--- config.mk ---
export PLATFORM = sky130hd
export DESIGN_NAME = toggle_period_meter
export DESIGN_NICKNAME = d
export VERILOG_FILES = /design/src/rtl/toggle_period_meter.sv
export SDC_FILE = /design/constraint.sdc
export NUM_CORES = 1
export LEC_CHECK = 0
export BUFFER_PORTS_ARGS = -buffer_cell sky130_fd_sc_hd__buf_2
export CELL_PAD_IN_SITES_DETAIL_PLACEMENT = 0
export CELL_PAD_IN_SITES_GLOBAL_PLACEMENT = 1
export CORE_MARGIN = 1
export CORE_UTILIZATION = 38
export CTS_CLUSTER_DIAMETER = 40
export CTS_CLUSTER_SIZE = 24
export DETAILED_ROUTE_END_ITERATION = 6
export PLACE_DENSITY = 0.87
export SLEW_MARGIN = 10
export SYNTH_ARGS = -nofsm -noshare
export SYNTH_HDL_FRONTEND = slang
export SYNTH_SLANG_ARGS = --single-unit
--- constraint.sdc ---
create_clock -name clk -period 1.9 [get_ports clk]
set_input_delay 0.285 -clock clk [delete_from_list [all_inputs] [get_ports clk]]
set_output_delay 0.285 -clock clk [all_outputs]
set_load 0.1 [all_outputs]
--- src/rtl/toggle_period_meter.sv ---
// toggle_period_meter
// Measures the rising-edge-to-rising-edge period of an asynchronous toggling
// input in clk cycles. It reports each period and whether it equalled
// `expected`, and flags an input that stops toggling.
//
// Output strobes: period_valid and timeout are single-cycle pulses with no
// back-pressure. period, match and edge_count are registered and hold
// between pulses, so they can be sampled whenever period_valid is high.
// Both strobes are driven from one exclusive branch, so they can never be
// high in the same cycle.
//
// Detection latency: if sig_in meets setup before clk edge N, the registered
// rise strobe is high in the cycle after edge N+2.
//
// state_dbg exposes the FSM state: 0 = IDLE, 1 = ARMED, 2 = MEASURE.
module toggle_period_meter #(
  parameter int          WIDTH   = 32,
  parameter int unsigned TIMEOUT = 1000
) (
  input  logic             clk,
  input  logic             reset_n,
  input  logic             sig_in,
  input  logic             enable,
  input  logic [WIDTH-1:0] expected,
  output logic [WIDTH-1:0] period,
  output logic             period_valid,
  output logic             match,
  output logic             timeout,
  output logic [7:0]       edge_count,
  output logic [1:0]       state_dbg
);

  typedef enum logic [1:0] {
    IDLE    = 2'd0,
    ARMED   = 2'd1,
    MEASURE = 2'd2
  } state_t;

  localparam logic [WIDTH-1:0] TIMEOUT_VAL = WIDTH'(TIMEOUT);
  localparam logic [WIDTH-1:0] ONE         = WIDTH'(1);

  state_t           state, state_nxt;
  logic             sync1, sync2, hist, rise;
  logic [WIDTH-1:0] counter, counter_nxt;
  logic [WIDTH-1:0] period_nxt;
  logic             match_nxt, period_valid_nxt, timeout_nxt;
  logic [7:0]       edge_count_nxt;

  assign state_dbg = state;

  // Two-flop synchronizer, history flop, and registered rising-edge detect.
  always_ff @(posedge clk or negedge reset_n) begin
    if (!reset_n) begin
      sync1 <= 1'b0;
      sync2 <= 1'b0;
      hist  <= 1'b0;
      rise  <= 1'b0;
    end else begin
      sync1 <= sig_in;
      sync2 <= sync1;
      hist  <= sync2;
      rise  <= sync2 & ~hist;
    end
  end

  // FSM state register.
  always_ff @(posedge clk or negedge reset_n) begin
    if (!reset_n) begin
      state <= IDLE;
    end else begin
      state <= state_nxt;
    end
  end

  // Next state, counter and result updates.
  // enable=0 wins over everything, including a coincident rise.
  // In MEASURE a rise wins over the timeout.
  always_comb begin
    state_nxt        = state;
    counter_nxt      = counter;
    period_nxt       = period;
    match_nxt        = match;
    period_valid_nxt = 1'b0;
    timeout_nxt      = 1'b0;
    edge_count_nxt   = edge_count;
    if (!enable) begin
      state_nxt   = IDLE;
      counter_nxt = '0;
    end else begin
      case (state)
        IDLE: begin
          state_nxt   = ARMED;
          counter_nxt = '0;
        end
        ARMED: begin
          // The first rise after arming only starts the measurement.
          if (rise) begin
            state_nxt   = MEASURE;
            counter_nxt = ONE;
          end
        end
        MEASURE: begin
          if (rise) begin
            period_nxt       = counter;
            match_nxt        = (counter == expected);
            period_valid_nxt = 1'b1;
            edge_count_nxt   = edge_count + 8'd1;
            counter_nxt      = ONE;
          end else if (counter == TIMEOUT_VAL) begin
            // The counter never passes TIMEOUT, so it cannot wrap.
            timeout_nxt = 1'b1;
            state_nxt   = ARMED;
            counter_nxt = '0;
          end else begin
            counter_nxt = counter + ONE;
          end
        end
        default: begin
          state_nxt   = IDLE;
          counter_nxt = '0;
        end
      endcase
    end
  end

  // Counter and output registers.
  always_ff @(posedge clk or negedge reset_n) begin
    if (!reset_n) begin
      counter      <= '0;
      period       <= '0;
      match        <= 1'b0;
      period_valid <= 1'b0;
      timeout      <= 1'b0;
      edge_count   <= 8'd0;
    end else begin
      counter      <= counter_nxt;
      period       <= period_nxt;
      match        <= match_nxt;
      period_valid <= period_valid_nxt;
      timeout      <= timeout_nxt;
      edge_count   <= edge_count_nxt;
    end
  end

endmodule

== After elaboration in Yosys (flattened, before gate mapping) ==
Cells that the tools add are included.

* Register bits: 81
* Input port bits: 36
* Output and inout bits: 45
* Logic and storage cells: 42

* Add/subtract/negate cells: 2
* Eq/ne operators: 7
* Muxes and demuxes: 17
* Bitwise gates (word level): 2
* Reductions and logical operators: 3

{| class="wikitable"
|+ Operators by type and width
! kind !! count
|-
| $mux W32 || 4
|-
| $pmux W32 S2 || 1
|-
| $add A32 B1 Y32 const B || 1
|-
| $eq A32 B10 Y1 const B || 1
|-
| $eq A32 B32 Y1 || 1
|-
| $ne A3 B3 Y1 const B || 3
|-
| $add A8 B1 Y8 const B || 1
|-
| $mux W2 || 4
|-
| $mux W1 || 7
|-
| $pmux W2 S3 || 1
|-
| $reduce_and A3 Y1 || 2
|-
| $eq A2 B1 Y1 const B || 1
|-
| $eq A2 B2 Y1 const B || 1
|-
| $logic_not A2 Y1 || 1
|-
| $and A1 B1 Y1 || 1
|-
| $not A1 Y1 || 1
|}

== Logic depth before layout (Yosys ltp) ==
* Depth in word-level cells: 5
* Gate-level depth with buffers: 10
* Gate-level depth less buffers: 8

== Worst setup path before layout ==
OpenSTA, ideal clock, no wires.

* Kind: register -> register
* Start point: register state[1] (netlist: state_dbg[1])
* End point: register counter[14]
* Library setup time: 82 ps
* Arrival: 2,535 ps
* Setup slack: -717 ps
* Cell stages (with the launch flop): 10
* Path buffers: 3
* Cell sequence: dfrtp_1 ha_1 buf_2 nand2_1 or3_1 a31oi_1 buf_4 buf_4 nand3b_1 a31oi_1

* Word-level cells in the longest chain between the ends: 3
* Elaborated cells between the ends (all ways): 5
* Classes of those cells: eq/ne (3); mux (2)

{| class="wikitable"
|+ RTL lines
! what !! RTL line !! source
|-
| from (decl) || 42 || <nowiki>state_t state, state_nxt;</nowiki>
|-
| from (signal assigned) || 71 || <nowiki>state <= state_nxt;</nowiki>
|-
| $eq A2 B2 Y1 / $eq A2 B1 Y1 (equally long branches) || 90 || <nowiki>case (state)</nowiki>
|-
| $pmux W32 S2 || 90 ||
|-
| $mux W32 || 86 || <nowiki>if (!enable) begin</nowiki>
|-
| to (signal assigned) || 136 || <nowiki>counter <= counter_nxt;</nowiki>
|-
| to (decl) || 44 || <nowiki>logic [WIDTH-1:0] counter, counter_nxt;</nowiki>
|}

Parallel ways exist; a longest one is shown, timed or not.
A chain may end at the register's enable or synchronous reset.

== Worst setup path after layout ==
* Start point: register state[0] (netlist: state_dbg[0])
* End point: register counter[17]

Same word-level chain as after synthesis.

==> flow_summary.toml <==
[placement]
post-dp-hpwl_um = 9480
gp_congestion = 0.886
pre_cts_slack_ps = -93.4
portBuffers = 80

[routing]
first_pass_iters = 5
vias_per_cell = 5.60
drc = 0
vias = 4180
drt-initial-drc-count = 306
wl_per_cell_um = 17.6
drt-total-wl_um = 13200
ant_nets = 0

[min_path]
hp-class = "in -> reg"

[final_layout]
drive_gt1_frac = 0.361
layout_commonest_cell = "nand2_1"
nets = 645
layout_common_cells = "nand2_1, buf_2, dfrtp_1, buf_4, a31oi_1"
finalCoreUtilization = 0.545
area_growth_pct = 38.3
diodes = 0

[worst_setup_path]
critical_path_required_ps = 2170
crit_arrival_ps = 2250
start_kind = "register"
critPathKind = "reg -> reg"
crit_fanout = 7
critPathCaptureType = "register"

[floorplan]
die_area_sq_mm = 0.0118
io_pins = 81
initial_utilization = 0.394
dieHeight_um = 108
coreArea_sq_mm = 0.0109
die_x_um = 108
rows = 38

[sta]
holdWs_ps = 42.3
hold_viol = 0
worstMarginPinSlew_ps = 627
fmax_mhz = 505
slew_headroom = 0.582
rsz0062_at_grt = "yes"
period_needed_ps = 1980
final_max_slew_viol_count = 0
fin_crit_sh = 1.04
skew_ps = 6.74
fin_ws_ps = -78.3
setup_violations = 17

[yosys]
syn_avg_cell_area_sq_um = 9.09
ys_seq_elements = 81
synthAdderAreaFrac = 0.0203
synth.distinct_cells = 47
ys_seq_area_frac = 0.470
synthFlopType = "dfrtp_1"
synth_top_family_by_area = "simple AND/OR/NAND/NOR gates"
ys_warn_count = 0
synthMuxAreaShare = 0.00465
synth_edf_count = 0
syn_nets = 517
synthCells = 474
synth_compound_area_frac = 0.112
synth_area_sq_mm = 0.00431
yosys.area_share.simple = 0.244
synth_xor_xnor_area_share = 0.0935
async_flop_share = 1.00

[clock_network]
clkLatencyLatePin_ps = 350
cts.path.max_buffers = 2
tritoncts = "done"
path_clk_slew_ps = 70
clock-sinks = 81
htreeDepth = 3
root_buffer = "clkbuf_16"
cts_made_buffers = 9

[grt]
grt_busiest_layer = "met2"
antenna_found_initial = 0
grt_util_met3 = 0.0392
grt_pass1_wl_um = 20400
grtUsageMet1 = 0.292
grt_overflow = 0
grt_max_degree = 47
use_met2 = 0.380
grt_pass1_vias = 4096
global_route.usage.total = 0.229

[power_and_ir_drop]
intPower_uw = 3040
seq_power_share = 0.416
p_leak_uw = 0.00287
p_comb_frac = 0.164
powerDensity_mw_per_mm2 = 719
p_sw_frac = 0.291
p_sw_uw = 1250
ir_drop_mv = 0.549
pwr-share-clk = 0.419

[flow_run]
max-cap-violations = 0

[status]
status = "complete, but fails checks"
failed_checks = "negative setup slack"
[synthesized netlist by cell type (2+ instances only)]
master | n | area [sq um]
xor2_1 | 21 | 184
nand3_1 | 21 | 105
dfrtp_1 | 81 | 2030
o22ai_1 | 2 | 12.5
nor4_1 | 12 | 75.1
a31oi_1 | 27 | 169
nor3_1 | 8 | 40.0
and3_1 | 8 | 50.1
a22o_1 | 2 | 17.5
a21oi_1 | 2 | 10.0
clkbuf_1 | 25 | 93.8
inv_1 | 13 | 48.8
clkbuf_2 | 3 | 15.0
xnor2_1 | 25 | 219
nand2_1 | 102 | 383
o2bb2ai_1 | 3 | 26.3
nor4b_1 | 2 | 17.5
nand4_1 | 19 | 119
a41oi_1 | 9 | 78.8
ha_1 | 7 | 87.6
mux2i_1 | 2 | 20.0
and4_1 | 5 | 43.8
o21ai_0 | 11 | 55.1
buf_4 | 2 | 15.0
nand3b_1 | 4 | 30.0
buf_2 | 12 | 60.1
o211ai_1 | 5 | 37.5
and2_1 | 5 | 31.3
nor2_1 | 18 | 67.6
[registers in the layout, indices dropped and copies added (netlist names)]
signal	cells
match	1
sync2	1
state_dbg	2
counter	32
hist	1
timeout	1
edge_count	8
period	32
sync1	1
rise	1
period_valid	1
[worst paths after layout]
| check | depth (start not counted) | slack, ps | endpoint | startpoint |
|---|---|---|---|---|
| setup / recovery | 9 | -80 | counter[17] | state_dbg[0] |
| hold / removal | 1 | 40 | sync1 | sig_in |
| setup reg to reg | 9 | -80 | counter[17] | state_dbg[0] |
| hold reg to reg | 0 | 350 | sync2 | sync1 |
| max in group asynchronous | 3 | 800 | period[24] | reset_n |
| min in group asynchronous | 2 | 500 | period[8] | reset_n |
[layer usage]
metal	vias to the layer above	part of all wire
met5	-	0
met4	0	0.032
met3	34	0.071
met2	192	0.48
met1	2030	0.42
li1	1924	-
[per-stage QoR]
step | instance area (sq um) | TNS, ps | cells | power, uW
final | 5960 | -451 | 747 | 4280
after global routing | 5960 | -1810 | 747 | 4430
after CTS | 5680 | -80.2 | 741 | 4250
after detailed placement | 5320 | -232 | 724 | 2460
after global placement | 5320 | -10.5 | 724 | 2450
after floorplan | 4360 | -4050 | 474 | 2180
[worst max-delay path, cell delays in order (launching register included)]
cell,delay (ps)
dfrtp_4,500
inv_4,70
ha_4,130
nand2_4,40
or3_4,370
a31oi_4,180
buf_12,160
buf_2,180
nand3b_1,110
a31oi_1,170
[cell families after synthesis]
kind of cell | count (synthesis)
DFF | 81
AOI/OAI and AO/OA | 69
adders and majority gates | 7
xor gates and xnor gates | 46
muxes | 2
and+or+nand+nor | 213
buffers and inverters | 56
[timing repair]
item	4_1_cts	5_1_grt
gates resized for setup	9	45
setup buffers	0	4
endpoints found under the hold margin	45	0
hold buffers	1	0
gates cloned	0	3
endpoints found under the setup margin	13	37
pin swaps	1	14
[cell type report]
type                            count  area, sq um
Clock buffer                        9          225
Tap cell                          140          175
Sequential cell                    81         2040
Inverter                           14         60.1
Multi-Input combinational cell    337         2280
Timing Repair Buffer              159         1100
Clock inverter                      7         78.8
Fill cell                         912         4980
[power by group through the flow]
stage / combinational (uW) / clock, uW / sequential [uW]
finish: 704 / 1800 / 1780
global route: 753 / 1890 / 1780
CTS: 658 / 1810 / 1780
detailed placement: 647 / 0 / 1810
global placement: 635 / 0 / 1810
floorplan: 240 / 0 / 1940
Power figures use the tool's default switching activity.
